[src/rtl/univ_shift_reg_if.sv]
// Bus bundle for univ_shift_reg.
// The master drives the control and data inputs and observes the register outputs;
// the slave (the register itself) does the reverse.
//   en      update enable
//   mode    3-bit operation select
//   d       parallel load data
//   sin_l   serial input into the MSB on SHR
//   sin_r   serial input into the LSB on SHL
//   q       register contents
//   qbar    bitwise complement of q
//   sout_l  MSB tap
//   sout_r  LSB tap
interface univ_shift_reg_if #(
  parameter int unsigned WIDTH = 8
);
  logic             en;
  logic [2:0]       mode;
  logic [WIDTH-1:0] d;
  logic             sin_l;
  logic             sin_r;
  logic [WIDTH-1:0] q;
  logic [WIDTH-1:0] qbar;
  logic             sout_l;
  logic             sout_r;

  modport master (
    output en, mode, d, sin_l, sin_r,
    input  q, qbar, sout_l, sout_r
  );

  modport slave (
    input  en, mode, d, sin_l, sin_r,
    output q, qbar, sout_l, sout_r
  );
endinterface

[src/rtl/univ_shift_reg.sv]
// Universal WIDTH-bit shift register with complementary outputs.
// Modes: hold, parallel load, logical shift left/right, rotate left/right,
// arithmetic shift right and synchronous clear.
// An asynchronous active-low reset loads RESET_VAL.
//   clk    rising-edge clock
//   rst_n  asynchronous reset, active low
//   bus    slave side of univ_shift_reg_if:
//            en, mode, d, sin_l, sin_r in; q, qbar, sout_l, sout_r out
// The interface WIDTH must match this module's WIDTH.
module univ_shift_reg #(
  parameter int unsigned      WIDTH     = 8,
  parameter logic [WIDTH-1:0] RESET_VAL = '0
) (
  input logic            clk,
  input logic            rst_n,
  univ_shift_reg_if.slave bus
);

  typedef enum logic [2:0] {
    ModeHold = 3'b000,
    ModeLoad = 3'b001,
    ModeShl  = 3'b010,
    ModeShr  = 3'b011,
    ModeRol  = 3'b100,
    ModeRor  = 3'b101,
    ModeAsr  = 3'b110,
    ModeClr  = 3'b111
  } mode_e;

  logic [WIDTH-1:0] q_d;
  logic [WIDTH-1:0] q_q;

  always_comb begin
    q_d = q_q;
    if (bus.en) begin
      case (mode_e'(bus.mode))
        ModeHold: q_d = q_q;
        ModeLoad: q_d = bus.d;
        ModeShl:  q_d = {q_q[WIDTH-2:0], bus.sin_r};
        ModeShr:  q_d = {bus.sin_l, q_q[WIDTH-1:1]};
        ModeRol:  q_d = {q_q[WIDTH-2:0], q_q[WIDTH-1]};
        ModeRor:  q_d = {q_q[0], q_q[WIDTH-1:1]};
        ModeAsr:  q_d = {q_q[WIDTH-1], q_q[WIDTH-1:1]};
        // Clear goes to zero, not to the reset value.
        ModeClr:  q_d = '0;
        default:  q_d = q_q;
      endcase
    end
  end

  always_ff @(posedge clk or negedge rst_n) begin
    if (!rst_n) begin
      q_q <= RESET_VAL;
    end else begin
      q_q <= q_d;
    end
  end

  // All outputs are pure functions of the register, so qbar tracks q without
  // any intermediate state where they could coincide.
  assign bus.q      = q_q;
  assign bus.qbar   = ~q_q;
  assign bus.sout_l = q_q[WIDTH-1];
  assign bus.sout_r = q_q[0];

endmodule
[src/flat_wrapper.sv]
// flat-port wrapper written by rule: the top's interface ports become plain ports
module univ_shift_reg_flat 
#(
  parameter int unsigned      WIDTH     = 8,
  parameter logic [WIDTH-1:0] RESET_VAL = '0
)
  (clk, rst_n, bus_en, bus_mode, bus_d, bus_sin_l, bus_sin_r, bus_q, bus_qbar, bus_sout_l, bus_sout_r);
  univ_shift_reg_if #(.WIDTH(WIDTH)) bus_i ();
  input logic clk;
  input logic rst_n;
  input wire logic [$bits(bus_i.en)-1:0] bus_en;
  input wire logic [$bits(bus_i.mode)-1:0] bus_mode;
  input wire logic [$bits(bus_i.d)-1:0] bus_d;
  input wire logic [$bits(bus_i.sin_l)-1:0] bus_sin_l;
  input wire logic [$bits(bus_i.sin_r)-1:0] bus_sin_r;
  output wire logic [$bits(bus_i.q)-1:0] bus_q;
  output wire logic [$bits(bus_i.qbar)-1:0] bus_qbar;
  output wire logic [$bits(bus_i.sout_l)-1:0] bus_sout_l;
  output wire logic [$bits(bus_i.sout_r)-1:0] bus_sout_r;
  assign bus_i.en = bus_en;
  assign bus_i.mode = bus_mode;
  assign bus_i.d = bus_d;
  assign bus_i.sin_l = bus_sin_l;
  assign bus_i.sin_r = bus_sin_r;
  assign bus_q = bus_i.q;
  assign bus_qbar = bus_i.qbar;
  assign bus_sout_l = bus_i.sout_l;
  assign bus_sout_r = bus_i.sout_r;
  univ_shift_reg #(.WIDTH(WIDTH), .RESET_VAL(RESET_VAL)) u_core (.clk(clk), .rst_n(rst_n), .bus(bus_i));
endmodule
[config.mk]
export PLATFORM = sky130hd
export DESIGN_NAME = univ_shift_reg_flat
export DESIGN_NICKNAME = d
export VERILOG_FILES = /design/src/rtl/univ_shift_reg_if.sv /design/src/rtl/univ_shift_reg.sv /design/src/flat_wrapper.sv
export SDC_FILE = /design/constraint.sdc
export NUM_CORES = 1
export LEC_CHECK = 0
export BUFFER_PORTS_ARGS = -buffer_cell sky130_fd_sc_hd__buf_2
export CAP_MARGIN = 40
export CORE_MARGIN = 2
export CORE_UTILIZATION = 40
export DETAILED_ROUTE_END_ITERATION = 8
export GPL_TIMING_DRIVEN = 0
export HOLD_SLACK_MARGIN = 0.15
export MAX_ROUTING_LAYER = met4
export PLACE_DENSITY = 0.75
export SLEW_MARGIN = 10
export SYNTH_ARGS = -nofsm -noshare
export SYNTH_HDL_FRONTEND = slang
export SYNTH_SLANG_ARGS = --single-unit
[constraint.sdc]
create_clock -name clk -period 2.2 [get_ports clk]
set_input_delay 0.33 -clock clk [delete_from_list [all_inputs] [get_ports clk]]
set_output_delay 0.33 -clock clk [all_outputs]
set_load 0.05 [all_outputs]
==> metrics.md <==
| Metric | Value |
|---|---|
| Status | `finished, final reports clean` |
| Async S/R FF share, synth | `1.00` |
| Final HPWL DP | `1350 µm` |
| Vias/cell | `5.53` |
| CP max-delay cell | `dfrtp_1` |
| Sw frac | `0.526` |
| H-tree levels | `1` |
| Endpoints failing hold | `0` |
| Routed wire length | `1780 µm` |
| Critical path arrival | `1.09 ns` |
| Initial cell density of the core | `0.441` |
| CP cell instances | `inv_1, buf_2` |
| Kind of critical path | `reg2out` |
| Combinational family with the most area after synthesis | `compound AO/OA/AOI/OAI gates` |
| Global route overflow | `0` |
| Post-Synth Adder-Cell Area | `0` |
| Vias in the first global route | `671` |
| Max incr delay on CP | `0.43 ns` |
| Yosys reg bits | `8` |
| Crit Path Max Fanout | `6` |
| YS warnings | `0` |
| Combinational share of power | `0.579` |
| Largest net degree at the start of global routing | `11` |
| Post-synthesis mux area share | `0` |
| Multi-input gate area | `369 µm²` |
| Slew Limit Headroom | `0.590` |
| Max Freq | `704 MHz` |
| Post-route setup TNS | `0 ns` |
| Die Ht | `45.4 µm` |
| Ant. Diodes | `0` |
| Most common cell after layout, fill and taps aside | `buf_2` |
| Overall die width | `45.4 µm` |
| Clk buf depth | `2` |
| Row count | `14` |
| Slew @ Worst Pin | `0.611 ns` |
| TritonCTS buffer count | `3` |
| CTS tree | `done` |
| Commonest non-fill, non-tap cells in the layout | `31 x buf_2, 20 x nand2_1, 10 x inv_1` |
| Clk sinks | `8` |
| Average cell area after synthesis | `8.38 µm²` |
| Final RePlAce weighted congestion | `0.792` |
| Final nets | `134` |
| Setup violations, final | `0` |
| Mapped Nets | `98` |
| Post-route cell area | `890 µm²` |
| Post-cts sizing count | `0` |
| Crit path capture type | `primary output` |
| Worst Hold Class | `in2reg` |
| Post-Synth XOR/XNOR Area | `0.0255` |
| DR pass1 iterations | `4` |
| Layout cell share with drive strength beyond 1 | `0.414` |
| PwrDens | `861 nW/µm²` |
| Root Driver | `clkbuf_4` |
| Clk pwr share | `0.151` |
| Register area share after synthesis | `0.291` |
| Kind of start point of the critical path | `flip-flop` |
| First-pass GRT wire length | `2860 µm` |
| CP endpoint | `bus_qbar[7]` |
| Synthesized area | `687 µm²` |
| Worst-skew pair later-pin latency | `0.25 ns` |
| Drt initial violations | `14` |
| Final Non-Filler Cells | `132` |
| Core area | `1560 µm²` |
| Antenna Nets Post-Route | `0` |
| Min Tclk post-route | `1.42 ns` |
| Die ar. | `2060 µm²` |
| Initial antenna violation count | `0` |
| Worst R2R Setup Slack | `0.86 ns` |
| Worst Reg-to-Reg Cells | `4` |
| Max reg flops | `8` |
| Layout area overhead | `29.5%` |
| Vias | `730` |
| Placed cell area | `857 µm²` |
| LEAKAGE | `0.435 nW` |
| RR Endpoint | `u_core.bus.q[6]` |
| Skew final | `0.00106 ns` |
| Register area | `200 µm²` |
| EDFF count, synth | `0` |
| Cells after synthesis | `82` |
| DR WL/cell | `13.5 µm` |
| Final hold slack | `0.428 ns` |
| Post-synth top flop | `dfrtp_1` |
| Hold Startpoint | `bus_d[5]` |
| Fin crit share | `0.646` |
| Reg-to-Reg Start | `u_core.bus.q[7]` |
| Boundary pin count | `34` |
| Synth Area in Compound Gates | `0.321` |
| VDD IR-drop max | `0.000439 V` |
| Synth Area in Simple Gates | `0.191` |
| Worst-path clk slew | `0.06 ns` |
| # DRC | `0` |
| Internal power | `0.363 mW` |
| Total net switching power | `0.403 mW` |
| Inst Count DP | `128` |
| CP startpoint | `u_core.bus.q[7]` |
| Worst Path Required | `1.87 ns` |
| Gr usage total | `0.199` |
| Number of port buffers | `30` |
| Fill count | `149` |
| Power share of the sequential group | `0.271` |
| Synth cell types | `23` |
| Max-cap viol count | `0` |
| Pins over their slew limit | `0` |
| Setup repair after global routing missed its margin | `false` |
-- power by group through the flow --
stage | registers (mW) | clock network [mW] | logic (mW)
after floorplan | 0.298 | 0 | 0.254
after global placement | 0.208 | 0 | 0.438
after detailed placement | 0.210 | 0 | 0.442
after CTS | 0.208 | 0.121 | 0.444
after global routing | 0.213 | 0.132 | 0.467
final | 0.207 | 0.115 | 0.443
-- worst max-delay path, delay by kind of cell (launching register included) --
kind / cells / cell delay (ns)
flops: 1 / 0.43
buf+inv: 2 / 0.40
-- routing by layer --
metal  wire, µm  GRT usage  vias up
li1           -          -      365
met5          0          -        -
met3         69     0.0357        4
met2        891      0.315       20
met4         26     0.0882        0
met1        790      0.245      341
-- synth_stat cells, types with 2 or more instances --
cell type  instances  share of area
a21oi_1            2          0.015
a221o_1            4          0.058
a221o_2            3          0.049
a32o_1             7           0.10
buf_4              2          0.022
buf_6              5          0.082
dfrtp_1            8           0.29
inv_1             10          0.055
nand2_1           20           0.11
nor2_2             2          0.018
o21ai_0            6          0.044
xnor2_1            2          0.026
-- kinds of logic (layout without fill, tap and decap cells) --
group                  count (synthesis)  in the layout
XOR/XNOR                               2              2
flip-flops                             8              8
AND/OR/NAND/NOR                       27             27
AO/OA/AOI/OAI                         26             26
buffers and inverters                 19             53
-- final cells by class --
class,instances,area share
flip-flops and latches,8,0.225
multi-input cells,55,0.415
repair buffers,31,0.180
plain buffers,9,0.0900
clock buffers,3,0.0253
well taps,16,0.0225
inverters,10,0.0422
-- worst min-delay path by stage --
| stage | depth (start not counted) | to | slack [ns] |
|---|---|---|---|
| 6_report | 4 | u_core.bus.q[5] | 0.43 |
| 5_1_grt | 4 | u_core.bus.q[0] | 0.43 |
| 4_1_cts | 4 | u_core.bus.q[6] | 0.42 |
| 3_5_place_dp | 1 | u_core.bus.q[1] | 0.19 |
| 3_3_place_gp | 1 | u_core.bus.q[1] | 0.18 |
| 2_1_floorplan | 0 | u_core.bus.q[0] | 0.03 |
-- through the flow --
stage	utilization	setup WS, ns	power, mW
floorplan	-	0.350	0.552
global placement	0.550	0.785	0.647
detailed placement	0.550	0.771	0.652
CTS	0.571	0.776	0.773
global route	0.571	0.712	0.813
finish	0.571	0.780	0.766
-- timing repair --
item / in CTS / in global routing
setup endpoints to repair: 0 / 0
hold endpoints to repair: 8 / 0
hold buffers: 1 / 0
buffers inserted: 0 / 0
No activity file was read; power rests on OpenSTA's default activity.
